==> config.mk <==
export PLATFORM = sky130hd
export DESIGN_NAME = fetch_unit
export DESIGN_NICKNAME = d
export VERILOG_FILES = /design/src/rtl/fetch_unit.sv
export SDC_FILE = /design/constraint.sdc
export NUM_CORES = 1
export LEC_CHECK = 0
export CAP_MARGIN = 25
export CORE_MARGIN = 2
export CORE_UTILIZATION = 43
export DETAILED_ROUTE_END_ITERATION = 8
export DONT_BUFFER_PORTS = 1
export SETUP_SLACK_MARGIN = 0.15
export SYNTH_ARGS = -nofsm -noshare
export SYNTH_HDL_FRONTEND = slang
export SYNTH_SLANG_ARGS = --single-unit
==> constraint.sdc <==
create_clock -name clk -period 4.11 [get_ports clk]
set_clock_uncertainty 0.15 [all_clocks]
set_input_delay 0.822 -clock clk [delete_from_list [all_inputs] [get_ports clk]]
set_output_delay 0.822 -clock clk [all_outputs]
set_load 0.02 [all_outputs]
==> src/rtl/fetch_unit.sv <==
// Instruction fetch unit: 16-word instruction memory, PC sequencing with branch/halt, valid/ready issue.
// Optional jump support is compiled in with `define FETCH_JUMP_EN.
module fetch_unit (
    input  logic        clk,
    input  logic        reset,
    input  logic        start,
    input  logic        ready,
    input  logic        Branch,
    input  logic        Zero,
    input  logic        imem_we,
    input  logic [3:0]  imem_waddr,
    input  logic [31:0] imem_wdata,
    output logic [31:0] PC,
    output logic [31:0] Instr,
    output logic [5:0]  Op,
    output logic        valid,
    output logic        halted
);

    localparam int unsigned XLEN  = 32;
    localparam int unsigned DEPTH = 16;
    localparam logic [5:0]  OP_HALT = 6'b111111;
`ifdef FETCH_JUMP_EN
    localparam logic [5:0]  OP_JUMP = 6'b000010;
`endif

    typedef enum logic [1:0] {
        IDLE  = 2'd0,
        FETCH = 2'd1,
        ISSUE = 2'd2,
        HALT  = 2'd3
    } state_t;

    state_t            state, state_d;
    logic [XLEN-1:0]   mem [DEPTH];
    logic [XLEN-1:0]   pc_d, instr_d, pc_plus4, br_off;
    logic              valid_d, halted_d;

    // Instruction memory: no reset, writes land at the edge so a same-cycle fetch sees the old word.
    always_ff @(posedge clk) begin
        if (imem_we) begin
            mem[imem_waddr] <= imem_wdata;
        end
    end

    assign pc_plus4 = PC + XLEN'(4);
    assign br_off   = {{(XLEN-18){Instr[15]}}, Instr[15:0], 2'b00};
    assign Op       = Instr[31:26];

    always_ff @(posedge clk or posedge reset) begin
        if (reset) begin
            state  <= IDLE;
            PC     <= '0;
            Instr  <= '0;
            valid  <= 1'b0;
            halted <= 1'b0;
        end else begin
            state  <= state_d;
            PC     <= pc_d;
            Instr  <= instr_d;
            valid  <= valid_d;
            halted <= halted_d;
        end
    end

    always_comb begin
        state_d  = state;
        pc_d     = PC;
        instr_d  = Instr;
        valid_d  = valid;
        halted_d = halted;
        case (state)
            IDLE: begin
                valid_d = 1'b0;
                if (start) begin
                    state_d = FETCH;
                    pc_d    = '0;
                end
            end
            FETCH: begin
                instr_d = mem[PC[5:2]];
                valid_d = 1'b1;
                state_d = ISSUE;
            end
            ISSUE: begin
                if (ready) begin
                    valid_d = 1'b0;
                    if (Op == OP_HALT) begin
                        state_d  = HALT;
                        halted_d = 1'b1;
                    end else begin
                        state_d = FETCH;
`ifdef FETCH_JUMP_EN
                        if (Op == OP_JUMP) begin
                            pc_d = {pc_plus4[31:28], Instr[25:0], 2'b00};
                        end else if (Branch && Zero) begin
                            pc_d = pc_plus4 + br_off;
                        end else begin
                            pc_d = pc_plus4;
                        end
`else
                        if (Branch && Zero) begin
                            pc_d = pc_plus4 + br_off;
                        end else begin
                            pc_d = pc_plus4;
                        end
`endif
                    end
                end
            end
            HALT: begin
                valid_d = 1'b0;
            end
            default: begin
                state_d = IDLE;
            end
        endcase
    end

endmodule

==> Yosys cells after proc, flatten, opt, wreduce, memory -nomap -nowiden <==
Memories as Yosys holds them, arrays and structs flattened. A register that Yosys moved wholly into a read port is not among the register bits.
Cells that the tools add are included.
{ "op_classes": {"addsub": 2, "multipliers": 0, "div": 0, "n_lt_le_gt_ge": 0, "eq_ne": 7, "shift": 0, "mux": 13, "bitwise_logic": 0, "n_reduce_logical": 8} }
{ "op_table": {"columns": ["op", "count"], "rows": [
  ["32-bit 2-to-1 mux", 4],
  ["32-bit case mux with 2 select lines", 1],
  ["32-bit by 3-bit adder with 32-bit output, second input constant", 1],
  ["32-bit adder", 1],
  ["6-bit == test, second input constant", 1],
  ["2-bit 2-to-1 mux", 3],
  ["2-bit inequality test, second input constant", 3],
  ["2-bit case mux with 3 select lines", 1],
  ["3-bit AND reduction", 2],
  ["2-bit == test, second input constant", 2],
  ["4-bit AND reduction", 1],
  ["1-bit 2-to-1 mux", 3],
  ["1-bit case mux with 3 select lines", 1],
  ["3-bit nonzero test", 1],
  ["2-bit by 1-bit == test with 1-bit output, second input constant", 1],
  ["2-bit logical NOT", 1],
  ["2-bit nonzero test", 1],
  ["2-bit OR reduction", 1],
  ["1-bit logical AND", 1]
]} }
{ "word_totals": {"reg_bits": 36, "latchBits": 0, "mem_bits_rw": 512, "mem_bits_ro": 0, "inputBits": 43, "out_inout_bits": 72, "elab_cells": 35, "mem_count": 1} }
{ "memory_table": {"columns": ["memory", "words", "word_bits", "read_ports", "rd_ports_with_merged_regs", "write_ports", "line_no", "source"], "rows": [
  ["mem", 16, 32, 1, 1, 1, "35", "logic [XLEN-1:0] mem [DEPTH];"]
]} }

==> Logic depth before layout (Yosys ltp) <==
Gate-level depths: netlist of run 1.
{ "logic_depth": {"depth_word": 6, "mapped_depth": 17, "mapped_depth_nobuf": 15} }

==> Worst setup path before layout of run 1 <==
OpenSTA, ideal clock, no wires.
{ "synth_timing": {"path_type": "input port to flip-flop", "from": "input port imem_waddr[2]", "to": "memory mem[0][0] (enable)", "setup_ns": 0.461, "t_arrival_ns": 3.540, "required_time_ns": 3.499, "path_slack_ns": -0.042, "path_stages": 2, "path_buffers": 0, "cell_sequence": "or3b_2 > nor3_1"} }
{ "synth_lines": {"columns": ["element", "line_no", "source"], "rows": [
  ["start, declared", "11", "input logic [3:0] imem_waddr,"],
  ["end, declared", "35", null]
]} }
Straight into the memory's write port.

==> Worst setup path after layout of run 1 <==
{ "layout_timing": {"from": "register PC[9]", "to": "register PC[31]"} }
{ "layout_via": {"elab_chain_cells": 6} }
{ "layout_rtl": {"columns": ["element", "line_no", "source"], "rows": [
  ["start, declared", "13", "output logic [31:0] PC,"],
  ["start signal, assigned", "59", "PC <= pc_d;"],
  ["32-bit by 3-bit adder with 32-bit output *", "46", "assign pc_plus4 = PC + XLEN'(4);"],
  ["32-bit adder", "103", "pc_d = pc_plus4 + br_off;"],
  ["32-bit 2-to-1 mux *", "102", "if (Branch && Zero) begin"],
  ["32-bit 2-to-1 mux *", "88", "if (Op == OP_HALT) begin"],
  ["32-bit 2-to-1 mux *", "86", "if (ready) begin"],
  ["32-bit case mux with 2 select lines *", "72", "case (state)"]
]} }
Mark *: on every way between the ends. The rest lies on a longest branch, timed or not. The select of a mux whose other input is x is not followed.
A chain may end at the register's enable or synchronous reset.

==> results of run 1 <==
==> registers in the layout (all words and copies together) (netlist names) <==
signal,flops
mem,512
PC,30
halted,1
state,2
Instr,32
valid,1
==> power groups by stage <==
stage,clock [uW],sequential [uW],combinational (uW)
after CTS,5650,7350,4070
after global routing,5880,7390,4420
after global placement,0,7460,4040
after detailed placement,0,7480,4050
final,5530,7330,4050
after floorplan,0,7340,3120
==> routing by layer <==
| layer | up-vias | global-route usage | routed length (um) |
|---|---|---|---|
| met5 | - | 0 | 0 |
| met2 | 350 | 0.315 | 27200 |
| met3 | 63 | 0.0414 | 3450 |
| met4 | 0 | 0.0454 | 874 |
| met1 | 6604 | 0.267 | 24600 |
| li1 | 5424 | - | - |
==> through the flow <==
step	std cells	power, uW	hold WS, ns
2_1_floorplan	1309	10500	0.415
3_3_place_gp	2063	11500	0.430
3_5_place_dp	2063	11500	0.436
4_1_cts	2173	17100	0.102
5_1_grt	2173	17700	0.104
6_report	2173	16900	0.134
==> final timing paths <==
kind / startpoint / endpoint / slack [ns] / cells past startpoint
max: PC[9]$_DFFE_PP0P_ / PC[31]$_DFFE_PP0P_ / 0.32 / 14
min: imem_wdata[21] / mem[13][21]$_DFFE_PP_ / 0.13 / 0
max reg2reg: PC[9]$_DFFE_PP0P_ / PC[31]$_DFFE_PP0P_ / 0.32 / 14
min reg2reg: halted$_DFFE_PP0P_ / halted$_DFFE_PP0P_ / 0.44 / 1
max in group asynchronous: reset / PC[3]$_DFFE_PP0P_ / 2.06 / 3
min in group asynchronous: reset / Instr[24]$_DFFE_PP0N_ / 0.49 / 2
==> worst reg2reg max path: cells and delay by family (launching register included) <==
| family | cells | cell delay (ns) |
|---|---|---|
| adder cells (fa/ha/maj) | 1 | 0.42 |
| AO/OA/AOI/OAI | 4 | 0.94 |
| XOR/XNOR | 1 | 0.16 |
| flip-flops | 1 | 0.35 |
| AND/OR/NAND/NOR | 8 | 1.66 |
==> layout make-up <==
| cell class | instances | area [um2] | share of cell area |
|---|---|---|---|
| multi-input cells | 646 | 7220 | 0.259 |
| inverters | 19 | 72.6 | 0.00261 |
| clock buffers | 69 | 1540 | 0.0554 |
| well taps | 756 | 946 | 0.0340 |
| clock inverters | 40 | 477 | 0.0171 |
| flip-flops and latches | 578 | 17000 | 0.612 |
| repair buffers | 65 | 544 | 0.0195 |
==> logic make-up (layout without fill, tap and decap cells) <==
logic type / count (synthesis) / in the layout / synth area share
DFF: 578 / 578 / 0.698
and+or+nand+nor: 200 / 200 / 0.0402
muxes: 196 / 196 / 0.164
AOI/OAI and AO/OA: 157 / 157 / 0.0432
buffers and inverters: 85 / 193 / 0.0154
xor gates and xnor gates: 50 / 50 / 0.0179
adders and majority gates: 41 / 41 / 0.0213
other: 1 / 2 / 0.000154
==> timing repair <==
action / in CTS / in global routing
hold endpoints to repair: 11 / 0
hold buffers: 1 / 0
endpoints found under the setup margin: 0 / 12
gates resized for setup: 0 / 17
==> layout by cell type, fill, tap and decap left out, drive strengths merged, types with 5 or more instances in the layout <==
cell / count
a21oi: 35
xnor2: 36
o211ai: 5
nor3: 14
xor2: 14
dfrtp: 66
nand3: 21
edfxtp: 512
mux2: 32
nand2: 50
mux4: 160
ha: 40
o21bai: 7
clkbuf: 69
and3: 10
buf: 64
inv: 22
o21ai: 50
a22oi: 9
nor2: 53
o21a: 6
clkinv: 26
o31ai: 6
a21o: 11
and2: 10
nand4: 15
nand2b: 6
bufinv: 9
==> results.toml, run 1 <==
[pwr]
power_leakage_uw = 0.00911
ir_drop_mv = 0.428
seq_power_share = 0.434
pwr-share-clk = 0.327
pwr-share-comb = 0.239
p_sw_frac = 0.292
p_int_uw = 12000
p_sw_uw = 4930
p_per_area_mw_per_mm2 = 607

[floorplan]
design.core.area_mm2 = 0.0563
fp-row-count = 87
die_h_um = 242
boundaryPins = 115
initial_utilization = 0.434
die_area_mm2 = 0.0587
dieWidth_um = 242

[timing]
finalSetupViolCount = 0
tns_ns = 0
max_freq_mhz = 264
slew_headroom = 0.338
post-route-min-period_ns = 3.79
setup_slack_ns = 0.319
fin_crit_sh = 0.922
hold_viol = 0
worstMarginPinSlew_ns = 0.990
rsz0062_at_grt = "true"
maxSlewViolCount = 0

[drt]
wl_um = 56000
dr_total_vias = 12400
wl_per_cell_um = 25.8
dr.pass1.iters = 5
drt-initial-drc-count = 981
via_per_inst = 5.73
remaining_drc_errors = 0
antenna_left = 0

[job]
maxCapViolations = 0

[clocking]
clkLatencyLatePin_ns = 0.63
clkTransAtPathRegs_ns = 0.07
clkSinkCount = 578
clockRootBuffer = "clkbuf_16"
cts.htree.levels = 2
cts_buffers = 58
cts_setup_buffers = 0
cts_tree = "yes"
cts.path.max_buffers = 3

[synth]
syn_inst = 1308
yosysSeqAreaShare = 0.698
post-synth-top-count-cell = "edfxtp_1"
ys_top_cells_by_area = "edfxtp_1, mux4_2, dfrtp_1, ha_1, mux2_2"
yosys.area.top_type = "edfxtp_1"
ys_warn_count = 0
synth.top_cells.by_count = "edfxtp_1, mux4_2, dfrtp_1, nor2_1, nand2_1"
yosysUniqueCellTypes = 70
syn_area_mm2 = 0.0244
synthArstFlopShare = 0.114
synth.avg_cell_area_um2 = 18.7
yosysTopAreaCellShare = 0.630
ys_ff_latch = 578
synth_edf_count = 512
ys.flop_type = "edfxtp_1"

[status]
outcome = "complete, no violations"

[worst_setup_path]
crit_required_ns = 4.44
criticalPathCategory = "flip-flop to flip-flop"
path_cells = "nand4_1 > nor4_4 > and2_0 > nand3_1 > xnor2_1 > ha_2 > and3_1 > and3_1 > nand4_1 > o2111ai_4 > a211o_1 > nand3_1 > a221oi_1 > o2bb2ai_1"
worstPathMaxFanout = 7
crit_arrival_ns = 4.12
cp_slowest_cell = "ha_2"
slowest_delay_ns = 0.42
crit_family = "simple AND/OR/NAND/NOR gates"
path_buf_inv = 0
end_kind = "flip-flop"
critPathLaunchType = "flip-flop"

[global_route]
antenna_found_initial = 0
grt_pass1_vias = 13000
grt_pass1_wl_um = 84500
grt_max_degree = 130
grt_overflow = 0
track_usage = 0.193

[final_layout]
nets = 1452
nFillCells = 4617
area_growth_pct = 14.1
layout-drive-gt1-share = 0.280
fin_util = 0.495
antennaDiodeCount = 0
stdcell_area_mm2 = 0.0278

[placement]
io_buffers = 0
place_congestion = 0.895
dp_hpwl_um = 31800
post-place-ws_ns = 0.206
placed_area_mm2 = 0.0257

[hold_path]
min_path_type = "input pin to flip-flop"
Note: power is estimated with default switching activity, not from simulation.
==> run 2: changes to the inputs <==
--- a/config.mk
+++ b/config.mk
@@ -7,9 +7,10 @@
 export LEC_CHECK = 0
 export CAP_MARGIN = 25
 export CORE_MARGIN = 2
-export CORE_UTILIZATION = 43
+export CORE_UTILIZATION = 45
 export DETAILED_ROUTE_END_ITERATION = 8
 export DONT_BUFFER_PORTS = 1
+export PLACE_DENSITY_LB_ADDON = 0.05
 export SETUP_SLACK_MARGIN = 0.15
 export SYNTH_ARGS = -nofsm -noshare
 export SYNTH_HDL_FRONTEND = slang
==> run 2 against run 1 <==
  * Hold slack worse by 0.069 ns
  * Die area is 4.4% lower
  * Power is 2.2% lower
  * Clock-buffer cell count is 7 higher
  * Cell count is 2.9% lower
  * Critical path depth is 1 higher
  * Non-clock buffer count is 3 lower
  * Cell area is 0.83% lower
  * Fmax is 1.8% higher
==> results.toml, run 2 (synthesized netlist as in run 1, its figures left out) <==
[clocking]
cts.path.max_buffers = 3
cts.htree.levels = 2
clkLatencyLatePin_ns = 0.62
cts_buffers = 59
cts_tree = "yes"
clockRootBuffer = "clkbuf_16"
clkTransAtPathRegs_ns = 0.07
clkSinkCount = 578

[pwr]
power_leakage_uw = 0.00900
p_sw_uw = 4900
seq_power_share = 0.444
ir_drop_mv = 0.534
p_int_uw = 11600
p_sw_frac = 0.297
pwr-share-clk = 0.312
p_per_area_mw_per_mm2 = 599
pwr-share-comb = 0.244

[final_layout]
antennaDiodeCount = 0
top_regs = "mem: 512 flops, Instr: 32 flops, PC: 30 flops"
largest_register = "mem"
layout-drive-gt1-share = 0.269
stdcell_area_mm2 = 0.0276
final_cell_mix = "edfxtp_1, mux4_2, dfrtp_1, clkbuf_16, buf_4"
largest_reg_flops = 512
area_growth_pct = 13.1
nets = 1450
final_common_cell = "edfxtp_1"
nFillCells = 4320

[timing]
max_freq_mhz = 269
tns_ns = 0
slew_headroom = 0.334
worstMarginPinSlew_ns = 1.00
hold_viol = 0
fin_crit_sh = 0.906
post-route-min-period_ns = 3.72
rsz0062_at_grt = "false"
finalSetupViolCount = 0
hold_ws_ns = 0.0648
maxSlewViolCount = 0

[placement]
dp_hpwl_um = 32600
place_congestion = 0.870
io_buffers = 0
placed_area_mm2 = 0.0256

[global_route]
grt_pass1_vias = 13100
grt_pass1_wl_um = 87400
grt_overflow = 0
grt_max_degree = 103
antenna_found_initial = 0
track_usage = 0.213

[floorplan]
die_area_mm2 = 0.0561
initial_utilization = 0.454
die_h_um = 237
dieWidth_um = 237
design.core.area_mm2 = 0.0537
boundaryPins = 115
fp-row-count = 85

[worst_setup_path]
worstPathMaxFanout = 7
crit_required_ns = 4.46
slowest_delay_ns = 0.42
crit_arrival_ns = 4.07
end_kind = "flip-flop"
critPathLaunchType = "flip-flop"
path_cells = "nand4_1 > buf_4 > nor4_4 > and2_0 > nand3_1 > xnor2_1 > ha_1 > and3_1 > and3_1 > nand4_1 > o2111ai_2 > a211o_1 > nand3_1 > a221oi_2 > o2bb2ai_1"
criticalPathCategory = "flip-flop to flip-flop"
cp_slowest_cell = "ha_1"

[drt]
wl_um = 58200
drt-initial-drc-count = 1087
wl_per_cell_um = 27.6
antenna_left = 0
remaining_drc_errors = 0
via_per_inst = 5.96
dr_total_vias = 12600
dr.pass1.iters = 5

[job]
maxCapViolations = 0

[status]
outcome = "complete, no violations"

[hold_path]
min_path_type = "input pin to asynchronous set/reset pin"
run 2: changes by cell type in the layout (fill, tap and decap cells not counted), moves of 3 or more:
| cell | delta |
|---|---|
| clkbuf_8 | -5 |
| inv_6 | -3 |
| bufinv_16 | -5 |
| clkinvlp_4 | +3 |
| buf_12 | +4 |
| buf_4 | -7 |
| clkbuf_1 | +10 |
run 2: power groups by stage:
stage	combinational (uW)	clock, uW	sequential, uW
after floorplan	3120	0	7340
after global placement	4050	0	7470
after detailed placement	4050	0	7470
after CTS	4070	5290	7350
after global routing	4410	5520	7390
final	4040	5160	7340
run 2: worst paths after layout:
check	from	end	slack, ns	cells after the start
min	reset	Instr[12]$_DFFE_PP0N_	0.06	1
min reg2reg	PC[7]$_DFFE_PP0P_	PC[7]$_DFFE_PP0P_	0.40	2
max in group asynchronous	reset	Instr[27]$_DFFE_PP0N_	2.88	2
max	PC[6]$_DFFE_PP0P_	PC[31]$_DFFE_PP0P_	0.39	15
min in group clk	imem_wdata[17]	mem[6][17]$_DFFE_PP_	0.14	0
max reg2reg	PC[6]$_DFFE_PP0P_	PC[31]$_DFFE_PP0P_	0.39	15
run 2: layer usage:
layer	share of wire	up-vias	wire length, um	track usage
met5	0	-	0	0
met4	0.022	0	1260	0.0529
met3	0.057	93	3310	0.0419
met2	0.48	300	28200	0.344
met1	0.44	6746	25500	0.300
li1	-	5435	-	-
run 2: layout make-up:
cell class                 instances  area (um2)  share of cell area
sequential                       578       17000               0.617
multi-input combinational        646        7170               0.260
clock buffer                      76        1560              0.0566
tap                              696         871              0.0315
timing repair buffer              62         606              0.0219
clock inverter                    33         288              0.0104
inverter                          19        73.8             0.00267
run 2: through the flow:
stage	power (uW)	std cells	setup WS (ns)	util
after global routing	17300	2110	0.141	0.514
after floorplan	10500	1309	0.259	-
after detailed placement	11500	1997	0.126	0.477
after CTS	16700	2107	0.243	0.512
final	16500	2110	0.388	0.514
after global placement	11500	1997	0.205	0.477
run 2: timing repair:
action                     CTS  global route
setup buffers                1             0
resized for setup            3             8
gates cloned                 0             0
setup endpoints to repair    1             3
pin swaps                    1             1
hold buffers                 0             0
run 2: critical path, delay by kind of cell, from the launching register on:
kind | cells | cell delay, ns
compound gates | 4 | 0.84
xor+xnor | 1 | 0.17
flops | 1 | 0.41
buf+inv | 1 | 0.17
simple gates | 8 | 1.44
fa+ha+maj | 1 | 0.42
==> run 3: changes to the inputs <==
--- a/config.mk
+++ b/config.mk
@@ -11,6 +11,7 @@
 export DETAILED_ROUTE_END_ITERATION = 8
 export DONT_BUFFER_PORTS = 1
 export PLACE_DENSITY_LB_ADDON = 0.05
+export REMOVE_ABC_BUFFERS = 1
 export SETUP_SLACK_MARGIN = 0.15
 export SYNTH_ARGS = -nofsm -noshare
 export SYNTH_HDL_FRONTEND = slang
==> run 3 against run 2 <==
  * Flip-flop and latch count unchanged
  * Sequential power is essentially flat
  * Die area unchanged
  * Via count is essentially flat
  * Highest routed layer unchanged
  * Setup slack got worse by 0.16 ns
  * Cell area rose by 0.44%
  * Cell count is 0.43% higher
  * Utilization grew 0.23 points
  * Critical path type unchanged
==> results.toml, run 3 (synthesized netlist as in run 1, its figures left out) <==
[hold_path]
min_path_type = "input pin to asynchronous set/reset pin"

[clocking]
cts_tree = "yes"
cts.htree.levels = 2
cts.path.max_buffers = 3
clkSinkCount = 578
cts_buffers = 60
clockRootBuffer = "clkbuf_16"
clkTransAtPathRegs_ns = 0.06
clkLatencyLatePin_ns = 0.63

[global_route]
grt_overflow = 0
grt_pass1_vias = 13300
track_usage = 0.218
grt_max_degree = 50
grt_pass1_wl_um = 88600
antenna_found_initial = 0

[worst_setup_path]
critPathLaunchType = "flip-flop"
regToRegSetupSlack_ns = 0.23
criticalPathCategory = "flip-flop to flip-flop"
worstPathMaxFanout = 5
r2r_start = "PC[4]$_DFFE_PP0P_"
worstReg2RegEnd = "PC[31]$_DFFE_PP0P_"
crit_arrival_ns = 4.23
end_kind = "flip-flop"
ff2ff_path_depth = 15
crit_required_ns = 4.46

[timing]
worstMarginPinSlew_ns = 1.04
hold_viol = 0
max_freq_mhz = 258
fin_crit_sh = 0.943
maxSlewViolCount = 0
post-route-min-period_ns = 3.88
finalSetupViolCount = 0
slew_headroom = 0.307
rsz0062_at_grt = "true"
hold_ws_ns = 0.0483

[drt]
drt-initial-drc-count = 943
wl_um = 59800
dr.pass1.iters = 5
via_per_inst = 5.94
wl_per_cell_um = 28.2
dr_total_vias = 12600
remaining_drc_errors = 0
antenna_left = 0

[pwr]
seq_power_share = 0.434
p_sw_frac = 0.294
pwr-share-clk = 0.322
ir_drop_mv = 0.381
power_leakage_uw = 0.00908
p_int_uw = 11900
pwr-share-comb = 0.244
p_sw_uw = 4970
p_per_area_mw_per_mm2 = 610
finalPower_uw = 16900

[job]
maxCapViolations = 0

[final_layout]
area_growth_pct = 13.6
antennaDiodeCount = 0
largest_reg_flops = 512
layout-drive-gt1-share = 0.280
final_cell_mix = "edfxtp_1, mux4_2, buf_4"
nets = 1458
top_regs = "mem: 512 flops, Instr: 32 flops, PC: 30 flops"
final_common_cell = "edfxtp_1"
nFillCells = 4295
largest_register = "mem"
stdcell_area_mm2 = 0.0277

[floorplan]
design.core.area_mm2 = 0.0537
dieWidth_um = 237
boundaryPins = 115
die_area_mm2 = 0.0561
fp-row-count = 85
die_h_um = 237
initial_utilization = 0.454

[placement]
dp_hpwl_um = 33700
placed_area_mm2 = 0.0256
io_buffers = 0
place_congestion = 0.846

[status]
outcome = "complete, no violations"
-- run 3: cell types whose count changed in the layout (fill, tap and decap cells not counted), moves of 3 or more --
| cell | change |
|---|---|
| clkbuf_8 | +5 |
| buf_12 | -7 |
| clkbuf_1 | -5 |
| bufinv_16 | +3 |
| clkinvlp_4 | -5 |
| buf_4 | +13 |
| clkinv_2 | +3 |
-- run 3: worst max-delay path by stage --
stage	from	endpoint	slack [ns]	depth (start not counted)
finish	PC[4]$_DFFE_PP0P_	PC[31]$_DFFE_PP0P_	0.23	15
global route	PC[4]$_DFFE_PP0P_	PC[31]$_DFFE_PP0P_	0.03	15
CTS	PC[4]$_DFFE_PP0P_	PC[31]$_DFFE_PP0P_	0.18	15
detailed placement	PC[4]$_DFFE_PP0P_	PC[31]$_DFFE_PP0P_	0.12	15
global placement	PC[4]$_DFFE_PP0P_	PC[31]$_DFFE_PP0P_	0.14	15
floorplan	PC[2]$_DFFE_PP0P_	PC[31]$_DFFE_PP0P_	-4.01	13
-- run 3: worst max-delay path: stages (launching register included) --
cell and delay [ns]:
dfrtp_4 0.41, nand4_1 0.19, nor4_2 0.33, buf_4 0.19
and2_1 0.23, nand2_1 0.11, xnor2_1 0.16, ha_1 0.35
and3_4 0.21, and3_4 0.20, nand4_1 0.16, o2111ai_2 0.36
a211o_1 0.18, nand3_1 0.13, a221oi_2 0.31, o2bb2ai_1 0.09
-- run 3: timing repair --
item                                    in CTS  in global routing
buffers inserted                             0                  2
endpoints found under the setup margin       1                 11
endpoints found under the hold margin        0                  0
gates cloned                                 0                  0
hold buffers                                 0                  0
resized for setup                            1                 15
pin swaps                                    0                  5
-- run 3: power groups by stage --
stage | clock network [uW] | registers (uW) | logic [uW]
finish | 5440 | 7340 | 4130
global route | 5790 | 7390 | 4500
CTS | 5570 | 7360 | 4090
detailed placement | 0 | 7480 | 4080
global placement | 0 | 7470 | 4070
floorplan | 0 | 7720 | 2850
-- run 3: per-layer routing --
layer	track usage	vias to the layer above	routed length, um
met3	0.0399	87	3170
met2	0.373	308	30200
met4	0.0600	0	1200
li1	-	5457	-
met1	0.288	6733	25300
met5	0	-	0
-- run 3: metrics by stage --
step	worst slack (ns)	instances	util	TNS, ns
floorplan	-4.01	1243	-	-195.35
global placement	0.139	2004	0.477	0
detailed placement	0.116	2004	0.477	0
CTS	0.178	2115	0.514	0
global route	0.0252	2119	0.516	0
finish	0.232	2119	0.516	0
-- run 3: area by class of cell --
class	instances	area (um2)	share of cell area
clock buffers	76	1610	0.0581
flip-flops and latches	578	17000	0.614
inverters	19	73.8	0.00266
multi-input cells	646	7190	0.259
well taps	696	871	0.0314
clock inverters	35	372	0.0134
repair buffers	69	574	0.0207
